--- config.mk ---
export PLATFORM = sky130hd
export DESIGN_NAME = pulse_shaper_flat
export DESIGN_NICKNAME = d
export VERILOG_FILES = /design/src/rtl/pulse_shaper_if.sv /design/src/rtl/pulse_shaper.sv /design/src/flat_wrapper.sv
export SDC_FILE = /design/constraint.sdc
export NUM_CORES = 1
export LEC_CHECK = 0
export BUFFER_PORTS_ARGS = -buffer_cell sky130_fd_sc_hd__buf_2
export CAP_MARGIN = 10
export CELL_PAD_IN_SITES_DETAIL_PLACEMENT = 1
export CELL_PAD_IN_SITES_GLOBAL_PLACEMENT = 1
export CORE_UTILIZATION = 40
export CTS_CLUSTER_DIAMETER = 120
export CTS_CLUSTER_SIZE = 30
export DETAILED_ROUTE_END_ITERATION = 12
export GPL_TIMING_DRIVEN = 0
export PLACE_DENSITY_LB_ADDON = 0.1
export SYNTH_ARGS = -nofsm -noshare
export SYNTH_HDL_FRONTEND = slang
export SYNTH_SLANG_ARGS = --single-unit
--- constraint.sdc ---
create_clock -name clk -period 5.2 [get_ports clk]
set_clock_uncertainty 0.1 [all_clocks]
set_input_delay 0 -clock clk [delete_from_list [all_inputs] [get_ports clk]]
set_output_delay 0 -clock clk [all_outputs]
set_load 0.005 [all_outputs]
--- src/rtl/pulse_shaper_if.sv ---
// Sample-stream bundle between the upsampler, the pulse-shaping FIR and the DAC side.
// master drives the zero-stuffed I/Q input; slave produces the filtered, saturated output.
interface pulse_shaper_if #(
  parameter int unsigned IN_W  = 4,
  parameter int unsigned OUT_W = 10
);
  logic                    in_valid;
  logic signed [IN_W-1:0]  iup;
  logic signed [IN_W-1:0]  qup;
  logic                    out_valid;
  logic signed [OUT_W-1:0] iout;
  logic signed [OUT_W-1:0] qout;
  logic                    sat_i;
  logic                    sat_q;

  modport master (
    output in_valid, iup, qup,
    input  out_valid, iout, qout, sat_i, sat_q
  );

  modport slave (
    input  in_valid, iup, qup,
    output out_valid, iout, qout, sat_i, sat_q
  );
endinterface

--- src/rtl/pulse_shaper.sv ---
// 16-tap symmetric FIR pulse shaper for the I/Q transmit path: pre-add/multiply stage, sum/scale/saturate stage.
// Optional build macro PSF_ROUND_EN: round half-up before the arithmetic right shift instead of flooring.
module pulse_shaper #(
  parameter int unsigned IN_W  = 4,
  parameter int unsigned OUT_W = 10,
  parameter int unsigned SHIFT = 3
) (
  input  logic          clk,
  input  logic          reset,
  pulse_shaper_if.slave psf
);

  localparam int unsigned TAPS   = 16;
  localparam int unsigned HALF   = TAPS / 2;
  localparam int unsigned COEF_W = 8;
  localparam int unsigned PA_W   = IN_W + 1;
  localparam int unsigned PR_W   = PA_W + COEF_W;
  localparam int unsigned ACC_W  = 16;
  localparam int unsigned EXT_W  = 32;
  localparam int signed   SAT_MAX = (2 ** (OUT_W - 1)) - 1;
  localparam int signed   SAT_MIN = -(2 ** (OUT_W - 1));
`ifdef PSF_ROUND_EN
  localparam int signed   RND = (SHIFT > 0) ? (int'(1) << (SHIFT - 1)) : 0;
`else
  localparam int signed   RND = 0;
`endif

  // First half of the symmetric impulse response; tap k pairs with tap TAPS-1-k.
  function automatic logic signed [COEF_W-1:0] coef(input int unsigned k);
    case (k)
      0:       coef = 8'sd1;
      1:       coef = -8'sd2;
      2:       coef = -8'sd3;
      3:       coef = 8'sd0;
      4:       coef = 8'sd8;
      5:       coef = 8'sd20;
      6:       coef = 8'sd32;
      default: coef = 8'sd40;
    endcase
  endfunction

  logic in_v_q;
  logic s1_v_q;
  logic out_v_q;

  // Valid travels alongside the data: accept -> products -> output.
  always_ff @(posedge clk or negedge reset) begin
    if (!reset) begin
      in_v_q  <= 1'b0;
      s1_v_q  <= 1'b0;
      out_v_q <= 1'b0;
    end else begin
      in_v_q  <= psf.in_valid;
      s1_v_q  <= in_v_q;
      out_v_q <= s1_v_q;
    end
  end

  logic signed [IN_W-1:0]  ch_x    [2];
  logic signed [OUT_W-1:0] ch_y    [2];
  logic                    ch_clip [2];

  assign ch_x[0] = psf.iup;
  assign ch_x[1] = psf.qup;

  for (genvar ch = 0; ch < 2; ch++) begin : g_ch
    logic signed [IN_W-1:0]  dl_q   [TAPS];
    logic signed [PR_W-1:0]  prod_d [HALF];
    logic signed [PR_W-1:0]  prod_q [HALF];
    logic signed [ACC_W-1:0] acc_c;
    logic signed [EXT_W-1:0] scl_c;
    logic signed [OUT_W-1:0] y_d;
    logic signed [OUT_W-1:0] y_q;
    logic                    clip_d;
    logic                    clip_q;

    always_ff @(posedge clk or negedge reset) begin
      if (!reset) begin
        for (int unsigned k = 0; k < TAPS; k++) dl_q[k] <= '0;
      end else if (psf.in_valid) begin
        dl_q[0] <= ch_x[ch];
        for (int unsigned k = 1; k < TAPS; k++) dl_q[k] <= dl_q[k-1];
      end
    end

    // Symmetric pre-add halves the multiplier count.
    always_comb begin
      for (int unsigned k = 0; k < HALF; k++) begin
        prod_d[k] = PR_W'(PA_W'(dl_q[k]) + PA_W'(dl_q[TAPS-1-k])) * PR_W'(coef(k));
      end
    end

    // Products only change when a new sample entered the delay line.
    always_ff @(posedge clk or negedge reset) begin
      if (!reset) begin
        for (int unsigned k = 0; k < HALF; k++) prod_q[k] <= '0;
      end else if (in_v_q) begin
        prod_q <= prod_d;
      end
    end

    always_comb begin
      acc_c = '0;
      for (int unsigned k = 0; k < HALF; k++) begin
        acc_c = acc_c + ACC_W'(prod_q[k]);
      end
      scl_c  = (EXT_W'(acc_c) + EXT_W'(RND)) >>> SHIFT;
      y_d    = OUT_W'(scl_c);
      clip_d = 1'b0;
      if (scl_c > EXT_W'(SAT_MAX)) begin
        y_d    = OUT_W'(SAT_MAX);
        clip_d = 1'b1;
      end else if (scl_c < EXT_W'(SAT_MIN)) begin
        y_d    = OUT_W'(SAT_MIN);
        clip_d = 1'b1;
      end
    end

    // Output and clip flag hold between valid samples.
    always_ff @(posedge clk or negedge reset) begin
      if (!reset) begin
        y_q    <= '0;
        clip_q <= 1'b0;
      end else if (s1_v_q) begin
        y_q    <= y_d;
        clip_q <= clip_d;
      end
    end

    assign ch_y[ch]    = y_q;
    assign ch_clip[ch] = clip_q;
  end

  assign psf.out_valid = out_v_q;
  assign psf.iout      = ch_y[0];
  assign psf.qout      = ch_y[1];
  assign psf.sat_i     = ch_clip[0];
  assign psf.sat_q     = ch_clip[1];

endmodule

--- src/flat_wrapper.sv ---
// flat-port wrapper written by rule: the top's interface ports become plain ports
module pulse_shaper_flat 
#(
  parameter int unsigned IN_W  = 4,
  parameter int unsigned OUT_W = 10,
  parameter int unsigned SHIFT = 3
)
  (clk, reset, psf_in_valid, psf_iup, psf_qup, psf_out_valid, psf_iout, psf_qout, psf_sat_i, psf_sat_q);
  pulse_shaper_if #(.IN_W(IN_W), .OUT_W(OUT_W)) psf_i ();
  input  logic clk;
  input  logic reset;
  input wire logic [$bits(psf_i.in_valid)-1:0] psf_in_valid;
  input wire logic [$bits(psf_i.iup)-1:0] psf_iup;
  input wire logic [$bits(psf_i.qup)-1:0] psf_qup;
  output wire logic [$bits(psf_i.out_valid)-1:0] psf_out_valid;
  output wire logic [$bits(psf_i.iout)-1:0] psf_iout;
  output wire logic [$bits(psf_i.qout)-1:0] psf_qout;
  output wire logic [$bits(psf_i.sat_i)-1:0] psf_sat_i;
  output wire logic [$bits(psf_i.sat_q)-1:0] psf_sat_q;
  assign psf_i.in_valid = psf_in_valid;
  assign psf_i.iup = psf_iup;
  assign psf_i.qup = psf_qup;
  assign psf_out_valid = psf_i.out_valid;
  assign psf_iout = psf_i.iout;
  assign psf_qout = psf_i.qout;
  assign psf_sat_i = psf_i.sat_i;
  assign psf_sat_q = psf_i.sat_q;
  pulse_shaper #(.IN_W(IN_W), .OUT_W(OUT_W), .SHIFT(SHIFT)) u_core (.clk(clk), .reset(reset), .psf(psf_i));
endmodule
==> flow_metrics.py <==
metrics = {
    "setup_path": {
        "critPathLaunchType": "register",
        "crit_chain": "inv_2, fa_2, inv_1, fa_1, inv_1, fa_1, fa_1, inv_1, ha_1, a2111oi_4, o21ai_2, a41oi_4, buf_4, mux2_1, o32a_4, nand2_8, a31oi_4",
        "path_max_fanout": 9,
        "slowest_delay_ns": 0.63,
        "cpLargestDelayFamily": "adder cells",
        "crit_slowest_cell": "fa_2",
        "arrival_ns": 5.26,
        "required_ns": 5.49,
        "end_kind": "register",
        "crit_buf_inv": 5,
        "path_class": "register to register",
    },
    "clocking": {
        "cts_tree": "built",
        "clkTransAtPathRegs_ns": 0.12,
        "clock_latency_ns": 0.53,
        "clock-sinks": 269,
        "clock_tree.buffer_depth": 3,
        "clockRootBuffer": "clkbuf_16",
        "cts_buffers": 14,
        "htree_levels": 1,
    },
    "yosys": {
        "synthTopCellsByArea": "dfrtp_1 (39%), fa_1 (15%), ha_1 (11%)",
        "ys.flop_type": "dfrtp_1",
        "syn_area_per_cell_um2": 11.5,
        "syn_inst": 1506,
        "netlist_area_um2": 17300,
        "yosysUniqueCellTypes": 63,
        "yosysWarnings": 0,
        "ys_seq_area_share_pct": 39.0,
        "synth_top_area_share_pct": 39.0,
        "synth_seq_cells": 269,
        "synth_top_cell_by_area": "dfrtp_1",
        "yosysMostFrequentCell": "dfrtp_1",
        "syn_nets": 1794,
        "synth_top_cells_by_count": "dfrtp_1 (269), inv_1 (252), ha_1 (145)",
        "synthArstFlopShare_pct": 100,
        "synth_edf_count": 0,
    },
    "layout": {
        "n_antenna_cell": 0,
        "drive_gt1_share_pct": 16.3,
        "layout.area.seq_um2": 6730,
        "fillCellCount": 4560,
        "area_growth_pct": 9.59,
        "final_core_utilization_pct": 44.8,
        "final_nets": 1867,
        "multi_input_area_um2": 9500,
    },
    "floorplanning": {
        "die-area_um2": 44000,
        "core_um2": 42200,
        "die_w_um": 210,
        "fp.dieH_um": 210,
        "ios": 34,
        "core.rowCount": 75,
        "start_util_pct": 40.9,
    },
    "timing": {
        "rsz0062_at_grt": "true",
        "hold_viol": 0,
        "slew_violations": 0,
        "fmax_mhz": 201,
        "fin_crit_sh_pct": 95.6,
        "setup_tns_ns": 0,
        "worst_pin_slew_ns": 1.04,
        "min_period_ns": 4.97,
        "maxSlewHeadroom_pct": 30.9,
        "setup_viol": 0,
    },
    "run": {
        "drv_cap": 0,
    },
    "global_route": {
        "grt_remaining_overflow": 0,
        "antenna_found_initial": 0,
        "grt_pass1_vias": 11900,
        "grt_max_degree": 112,
        "grt_pass1_wl_mm": 66.5,
        "gr-usage-all-layers_pct": 19.5,
    },
    "route": {
        "dr.pass1.iters": 4,
        "ant_nets": 0,
        "drt_iter0_drc": 431,
        "viasPerCell": 5.02,
        "routed_wl_mm": 40.8,
        "drc_errors": 0,
        "wl_per_cell_um": 19.2,
        "vias": 10700,
    },
    "placement": {
        "place.port_buffers": 33,
        "place_congestion": 0.776,
        "place_hpwl_mm": 31.9,
    },
    "worst_hold_path": {
        "hp-class": "input port to register",
    },
    "status": {
        "status": "finished, final reports clean",
    },
}
metrics by stage:
step	hold WS [ns]	cells	setup WS (ns)	area, um2
6_report	0.0970	2122	0.227	18900
5_1_grt	0.0969	2122	-0.0146	18900
4_1_cts	0.0651	2116	0.00717	18800
3_5_place_dp	-0.00957	2080	-0.0927	18200
3_3_place_gp	0.115	2078	-1.33	18100
2_1_floorplan	-0.396	1506	0.404	17300
layout by cell type, fill, tap and decap left out, types with 4 or more instances in the layout:
cell type | Yosys | layout
o21ai_0 | 84 | 84
clkbuf_16 | 0 | 15
ha_1 | 145 | 143
nand2b_1 | 7 | 7
buf_2 | 1 | 33
o21a_1 | 4 | 4
a2bb2oi_2 | 7 | 7
o211ai_1 | 4 | 4
xnor2_1 | 58 | 56
buf_4 | 1 | 9
inv_1 | 252 | 248
mux2i_1 | 14 | 14
nor2b_1 | 20 | 20
or3_1 | 4 | 4
dfrtp_1 | 269 | 267
a31oi_1 | 5 | 4
clkbuf_1 | 34 | 34
a311oi_1 | 6 | 6
nor2_1 | 51 | 51
a211oi_1 | 6 | 6
nand2_1 | 76 | 76
nand3b_1 | 6 | 6
a21o_1 | 34 | 34
inv_2 | 0 | 4
mux2_2 | 144 | 144
a21oi_1 | 59 | 58
dlygate4sd3_1 | 0 | 12
buf_1 | 6 | 6
nand3_1 | 8 | 8
nor3_1 | 13 | 13
xor2_1 | 9 | 9
fa_1 | 132 | 130
metal layers:
layer  part of all wire (%)  track usage (%)  vias up
li1                       -                -     5059
met1                     50             29.0     5480
met2                     45             30.9       86
met3                    2.4             1.89       33
met4                    1.8             3.83        0
met5                      0                0        -
state kept, by name, summed over array words and instances, names as in the netlist:
| name | cells |
|---|---|
| u_core.psf.qout | 10 |
| u_core.psf.out_valid | 1 |
| u_core.psf.sat_q | 1 |
| u_core.g_ch.dl_q | 128 |
| u_core.psf.sat_i | 1 |
| u_core.s1_v_q | 1 |
| u_core.psf.iout | 10 |
| u_core.g_ch.prod_q | 116 |
| u_core.in_v_q | 1 |
cell families (layout without fill, tap and decap cells):
| family | Yosys count | count (layout) | share of synthesized area, % |
|---|---|---|---|
| muxes | 159 | 159 | 10.3 |
| xor gates and xnor gates | 70 | 70 | 3.68 |
| buffers and inverters | 294 | 371 | 6.42 |
| DFF | 269 | 269 | 39.0 |
| and+or+nand+nor | 202 | 202 | 5.57 |
| AOI/OAI and AO/OA | 235 | 235 | 9.26 |
| adders and majority gates | 277 | 277 | 25.8 |
layout make-up:
cell class / count / area share [%]
Buffer: 42 / 0.860
Clock buffer: 15 / 1.98
Multi-Input combinational cell: 943 / 50.2
Inverter: 252 / 5.00
Tap cell: 539 / 3.56
Timing Repair Buffer: 57 / 2.38
Sequential cell: 269 / 35.6
Clock inverter: 5 / 0.397
worst paths after layout:
kind / from / endpoint / slack (ns) / depth (start not counted)
max: u_core.g_ch[0].prod_q[46] / u_core.psf.sat_i / 0.23 / 17
min: psf_in_valid / u_core.in_v_q / 0.1 / 2
max reg2reg: u_core.g_ch[0].prod_q[46] / u_core.psf.sat_i / 0.23 / 17
min reg2reg: u_core.in_v_q / u_core.s1_v_q / 0.37 / 0
max in group asynchronous: reset / u_core.g_ch[0].dl_q[38] / 3.05 / 5
min in group asynchronous: reset / u_core.psf.qout[1] / 0.52 / 3
what timing repair did:
action,CTS,global route
gates cloned,0,0
buffers inserted,4,6
endpoints found under the hold margin,167,0
pin swaps,4,2
hold buffers,12,0
setup endpoints to repair,18,20
resized for setup,5,15
worst register-to-register path, cell delays in order, from the launching register on:
cell,delay (ns)
dfrtp_1,0.38
inv_2,0.09
fa_2,0.63
inv_1,0.09
fa_1,0.51
inv_1,0.07
fa_1,0.45
fa_1,0.49
inv_1,0.04
ha_1,0.26
a2111oi_4,0.37
o21ai_2,0.14
a41oi_4,0.29
buf_4,0.15
mux2_1,0.33
o32a_4,0.23
nand2_8,0.12
a31oi_4,0.09
Power is not shown: default switching activity piles up to over one toggle a cycle in this logic, so the estimate is an artifact.
